$ cat src/rtl/conv_encoder_sys.sv
// Rate-1/2, K=3 convolutional encoder with framing (MSG_LEN data bits + 2 zero tail bits),
// single-register output slot and valid/ready on both sides. Optional macro: CONV_ERR_INJECT_EN.
module conv_encoder_sys #(
  parameter int         MSG_LEN = 13,
  parameter logic [2:0] G0      = 3'b111,
  parameter logic [2:0] G1      = 3'b101
) (
  input  logic       clk,
  input  logic       rst,
  input  logic       in_bit,
  input  logic       in_valid,
  output logic       in_ready,
  output logic [1:0] encoded_bits,
  output logic       out_valid,
  input  logic       out_ready,
  output logic       sof,
  output logic       eof,
  output logic       busy
`ifdef CONV_ERR_INJECT_EN
  ,
  input  logic [1:0] err_mask,
  output logic [7:0] err_count
`endif
);

  localparam int CW = $clog2(MSG_LEN + 1);

  typedef enum logic [1:0] {IDLE, DATA, TAIL} state_t;

  state_t        state, state_nxt;
  logic          s1, s2;
  logic [CW-1:0] bit_cnt, bit_cnt_nxt;
  logic [1:0]    tail_cnt, tail_cnt_nxt;
  logic          slot_free, gen, enc_in, sof_nxt, eof_nxt;
  logic [2:0]    taps;
  logic [1:0]    sym;

  assign slot_free = !out_valid || out_ready;
  assign in_ready  = slot_free && (state != TAIL);
  assign busy      = (state != IDLE);

  // Tail symbols are produced whenever the slot frees up; data symbols need an input transfer.
  assign gen    = (state == TAIL) ? slot_free : (in_valid && in_ready);
  assign enc_in = (state == TAIL) ? 1'b0 : in_bit;
  assign taps   = {enc_in, s1, s2};

`ifdef CONV_ERR_INJECT_EN
  assign sym = {^(G0 & taps), ^(G1 & taps)} ^ err_mask;
`else
  assign sym = {^(G0 & taps), ^(G1 & taps)};
`endif

  always_comb begin
    state_nxt    = state;
    bit_cnt_nxt  = bit_cnt;
    tail_cnt_nxt = tail_cnt;
    sof_nxt      = 1'b0;
    eof_nxt      = 1'b0;
    case (state)
      IDLE: if (gen) begin
        sof_nxt      = 1'b1;
        bit_cnt_nxt  = CW'(1);
        tail_cnt_nxt = 2'd0;
        state_nxt    = (MSG_LEN == 1) ? TAIL : DATA;
      end
      DATA: if (gen) begin
        bit_cnt_nxt = bit_cnt + CW'(1);
        if (bit_cnt_nxt == CW'(MSG_LEN)) begin
          tail_cnt_nxt = 2'd0;
          state_nxt    = TAIL;
        end
      end
      TAIL: if (gen) begin
        tail_cnt_nxt = tail_cnt + 2'd1;
        if (tail_cnt == 2'd1) begin
          eof_nxt     = 1'b1;
          bit_cnt_nxt = '0;
          state_nxt   = IDLE;
        end
      end
      default: state_nxt = IDLE;
    endcase
  end

  // Zero tail bits flush s1/s2, so a new frame always starts from trellis state 00.
  always_ff @(posedge clk or posedge rst) begin
    if (rst) begin
      state        <= IDLE;
      s1           <= 1'b0;
      s2           <= 1'b0;
      bit_cnt      <= '0;
      tail_cnt     <= 2'd0;
      out_valid    <= 1'b0;
      encoded_bits <= 2'b00;
      sof          <= 1'b0;
      eof          <= 1'b0;
    end else begin
      state    <= state_nxt;
      bit_cnt  <= bit_cnt_nxt;
      tail_cnt <= tail_cnt_nxt;
      if (gen) begin
        s2 <= s1;
        s1 <= enc_in;
      end
      if (slot_free) begin
        out_valid <= gen;
        if (gen) begin
          encoded_bits <= sym;
          sof          <= sof_nxt;
          eof          <= eof_nxt;
        end else begin
          sof <= 1'b0;
          eof <= 1'b0;
        end
      end
    end
  end

`ifdef CONV_ERR_INJECT_EN
  logic [8:0] err_sum;
  assign err_sum = {1'b0, err_count} + 9'(err_mask[1]) + 9'(err_mask[0]);

  always_ff @(posedge clk or posedge rst) begin
    if (rst) begin
      err_count <= 8'd0;
    end else if (gen) begin
      err_count <= err_sum[8] ? 8'hFF : err_sum[7:0];
    end
  end
`endif

endmodule

$ cat config.mk
export PLATFORM = sky130hd
export DESIGN_NAME = conv_encoder_sys
export DESIGN_NICKNAME = d
export VERILOG_FILES = /design/src/rtl/conv_encoder_sys.sv
export SDC_FILE = /design/constraint.sdc
export NUM_CORES = 1
export LEC_CHECK = 0
export CORE_MARGIN = 3
export CORE_UTILIZATION = 47
export DETAILED_ROUTE_END_ITERATION = 10
export PLACE_DENSITY_LB_ADDON = 0.25
export SETUP_SLACK_MARGIN = 0.2
export SYNTH_ARGS = -nofsm -noshare
export SYNTH_HDL_FRONTEND = slang
export SYNTH_SLANG_ARGS = --single-unit
$ cat constraint.sdc
create_clock -name clk -period 1.7 [get_ports clk]
set_input_delay 0.17 -clock clk [delete_from_list [all_inputs] [get_ports clk]]
set_output_delay 0.17 -clock clk [all_outputs]
set_load 0.02 [all_outputs]
==> reports/summary.json <==
{
  "status": {"value": "complete, no violations"},
  "total_via_count_after_detailed_routing": {"value": 748},
  "crit_path_max_fanout": {"value": 4},
  "cts_inserted_buffers": {"value": 3},
  "grt-ovfl-total": {"value": 0},
  "netlist.top_cell.by_area": {"value": "dfrtp_1"},
  "portbufs": {"value": 11},
  "timing.max_cap.violations": {"value": 0},
  "power.switching_fraction": {"value": 39.7, "unit": "%"},
  "setup_viol": {"value": 0},
  "avgViaCountPerCell": {"value": 4.99},
  "antenna_left": {"value": 0},
  "maxClockFrequency": {"value": 592, "unit": "MHz"},
  "synth_enable_flop_cells": {"value": 0},
  "tritoncts": {"value": "built"},
  "rows": {"value": 15},
  "most_numerous_cell_in_the_yosys_netlist": {"value": "dfrtp_1"},
  "grt.total_usage": {"value": 19.1, "unit": "%"},
  "totalWireLength": {"value": 2.02, "unit": "mm"},
  "fillCellCount": {"value": 138},
  "routedWlPerCell": {"value": 13.5, "unit": "µm"},
  "post_synth_most_frequent_cells": {"value": "15 x dfrtp_1, 9 x inv_1, 9 x nand2_1, 8 x ha_1"},
  "drive_above_1_share": {"value": 40.0, "unit": "%"},
  "fin_util": {"value": 74.6, "unit": "%"},
  "number_of_antenna_violations_at_the_first_check_in_global_routing": {"value": 0},
  "cts-hold-fix-buffers": {"value": 0},
  "clk_transition_reported_paths": {"value": 100, "unit": "ps"},
  "async_reset_ff_share": {"value": 100, "unit": "%"},
  "final.min_clock_period": {"value": 1690, "unit": "ps"},
  "wire_length_of_the_first_global_routing_pass": {"value": 3.54, "unit": "mm"},
  "top_level_ports": {"value": 12},
  "dieHeight": {"value": 49.4, "unit": "µm"},
  "clk_root_buffer_cell": {"value": "clkbuf_4"},
  "timing.hold.worst.class": {"value": "in2async"},
  "worst_slew_margin_rel": {"value": 59.2, "unit": "%"},
  "share_of_total_power_in_combinational_logic": {"value": 66.9, "unit": "%"},
  "worst_setup_path_start_kind": {"value": "flop"},
  "leakagePower": {"value": 0.618, "unit": "nW"},
  "synth-seq-area-share": {"value": 42.4, "unit": "%"},
  "clock_sinks": {"value": 15},
  "final_hold_viol_count": {"value": 0},
  "drc": {"value": 0},
  "clock_power_share": {"value": 8.8, "unit": "%"},
  "clock_latency": {"value": 290, "unit": "ps"},
  "fin_total_pwr": {"value": 0.00240, "unit": "W"},
  "total_area_of_multi_input_combinational_cells": {"value": 553, "unit": "µm²"},
  "netlist_instances": {"value": 89},
  "cp_data_required_time": {"value": 1870, "unit": "ps"},
  "reg2reg_setup_slack": {"value": 10, "unit": "ps"},
  "synth.ff_latch_count": {"value": 15},
  "clk_path_buf_depth": {"value": 2},
  "finalWeightedCongestion": {"value": 0.779},
  "post-place-cells": {"value": 137},
  "placeable_area": {"value": 1750, "unit": "µm²"},
  "largest_net_degree_at_the_start_of_global_routing": {"value": 16},
  "final_net_count": {"value": 139},
  "share_seq_of_total_power": {"value": 24.3, "unit": "%"},
  "routed.top_layer": {"value": "met4"},
  "synth.lib_cells_used.distinct": {"value": 30},
  "period_share": {"value": 99.3, "unit": "%"},
  "synth_warnings": {"value": 0},
  "grt_setup_unrepaired": {"value": "true"},
  "place_hpwl": {"value": 1.33, "unit": "mm"},
  "cts-htree-levels": {"value": 1},
  "synthToLayoutAreaGrowth": {"value": 47.0, "unit": "%"},
  "grt_pass1_vias": {"value": 792},
  "power_per_cell_area": {"value": 1840, "unit": "nW/µm²"},
  "synth.top_cell.area_share": {"value": 42.4, "unit": "%"},
  "worstReg2RegEnd": {"value": "bit_cnt[0]"},
  "cellInternalPower": {"value": 0.00145, "unit": "W"},
  "antenna-diode-count": {"value": 0},
  "arrival": {"value": 1860, "unit": "ps"},
  "fp.dieW": {"value": 49.4, "unit": "µm"},
  "synthTopCellsByArea": {"value": "dfrtp_1 42%, ha_1 11%, o21ai_0 4.0%, inv_1 3.8%, nand2_1 3.8%"},
  "r2r.worst_path.cells": {"value": 7},
  "wl_met2": {"value": 1.03, "unit": "mm"},
  "finish.cell_count_without_fillers": {"value": 150},
  "met3WireLength": {"value": 61, "unit": "µm"},
  "clock-skew-final": {"value": 7.32, "unit": "ps"},
  "worst_pin_slew": {"value": 611, "unit": "ps"},
  "worst_setup_path_end_kind": {"value": "flop"},
  "report.final.slew_viol_count": {"value": 0},
  "syn_nets": {"value": 102},
  "drt_first_pass_iters": {"value": 4},
  "sequential_cell_area": {"value": 375, "unit": "µm²"},
  "power_switching": {"value": 0.000954, "unit": "W"},
  "detail_route.iter0.violations": {"value": 8},
  "most_instantiated_flip_flop_cell_in_the_synthesis_netlist": {"value": "dfrtp_1"},
  "synth.avg_cell_area": {"value": 9.95, "unit": "µm²"},
  "route.layer.met1.wl": {"value": 874, "unit": "µm"},
  "initial_standard_cell_utilization_of_the_core": {"value": 50.8, "unit": "%"},
  "rr_startpoint": {"value": "state[1]"},
  "synthesis.area": {"value": 886, "unit": "µm²"},
  "dieArea": {"value": 2440, "unit": "µm²"},
  "timing_worst_setup_path_type": {"value": "reg2reg"},
  "irDropWorstVdd": {"value": 0.00136, "unit": "V"}
}
==> logic make-up after synthesis <==
family | count (synthesis) | synth area share (%)
AND/OR/NAND/NOR | 29 | 16.8
AO/OA/AOI/OAI | 20 | 15.7
flip-flops | 15 | 42.4
buffers and inverters | 9 | 3.81
adder cells (fa/ha/maj) | 8 | 11.3
multiplexers | 6 | 8.05
XOR/XNOR | 2 | 1.98
==> worst max-delay path, cell delays in order (launching register included) <==
cell and delay (ps):
dfrtp_1 430, inv_2 120, ha_4 150, inv_4 30, a22o_1 240, a21oi_4 230
nor2_4 80, mux2_4 300
==> worst max path at each step <==
| stage | startpoint | end | depth (start not counted) | slack [ps] |
|---|---|---|---|---|
| 2_1_floorplan | state[0] | tail_cnt[0] | 7 | 30 |
| 3_3_place_gp | out_ready | tail_cnt[0] | 6 | -50 |
| 3_5_place_dp | out_ready | tail_cnt[0] | 6 | -80 |
| 4_1_cts | bit_cnt[0] | tail_cnt[0] | 6 | 20 |
| 5_1_grt | state[0] | bit_cnt[0] | 7 | -60 |
| 6_report | state[1] | bit_cnt[0] | 7 | 10 |
==> layout by cell type, fill, tap and decap left out, types with 2 or more instances in the layout <==
master / count
buf_4: 19
dfrtp_1: 15
clkdlybuf4s50_1: 9
nand2_1: 8
nor2_1: 5
o21ai_0: 4
o21ai_1: 4
inv_1: 4
ha_1: 4
buf_6: 4
a21oi_2: 3
inv_2: 3
mux2i_1: 3
ha_4: 3
clkbuf_4: 3
nor2_2: 2
nand2b_1: 2
inv_4: 2
nand3b_1: 2
mux2_4: 2
nand3_1: 2
a21o_2: 2
==> routing by layer <==
| metal | vias to the layer above | GRT usage [%] |
|---|---|---|
| met1 | 348 | 23.4 |
| met3 | 8 | 4.28 |
| li1 | 374 | - |
| met2 | 18 | 31.9 |
| met5 | - | 0 |
| met4 | 0 | 8.76 |
==> state kept, by name, indices dropped and copies added, names as in the netlist <==
register / flops
s2: 1
out_valid: 1
eof: 1
bit_cnt: 4
sof: 1
encoded_bits: 2
tail_cnt: 2
state: 2
s1: 1
==> final cells by class <==
type	count	share of cell area [%]
sequential	15	28.8
inverter	9	2.98
clock buffer	4	2.02
timing repair buffer	32	21.3
multi-input combinational	65	42.5
tap	25	2.40
==> power groups by stage <==
| stage | clock network (W) | registers [W] | logic (W) |
|---|---|---|---|
| 4_1_cts | 0.000222 | 0.000584 | 0.00151 |
| 6_report | 0.000211 | 0.000584 | 0.00160 |
| 3_5_place_dp | 0 | 0.000596 | 0.00131 |
| 5_1_grt | 0.000240 | 0.000605 | 0.00174 |
| 3_3_place_gp | 0 | 0.000583 | 0.00127 |
| 2_1_floorplan | 0 | 0.000641 | 0.000755 |
==> through the flow <==
stage                     cell area [µm²]  hold slack [ps]  setup TNS (ps)  setup slack (ps)
after global placement               1160              464           -74.2             -47.1
after CTS                            1270              269               0              17.5
after detailed placement             1160              470            -133             -77.5
after floorplan                       925             71.5               0              33.8
after global routing                 1300              308            -250             -59.3
final                                1300              254               0              11.8
==> timing repair <==
action	CTS	global route
resized for setup	11	18
pin swaps	4	2
setup buffers	8	1
endpoints found under the hold margin	0	0
endpoints found under the setup margin	11	12
No activity file was read; power rests on OpenSTA's default activity.
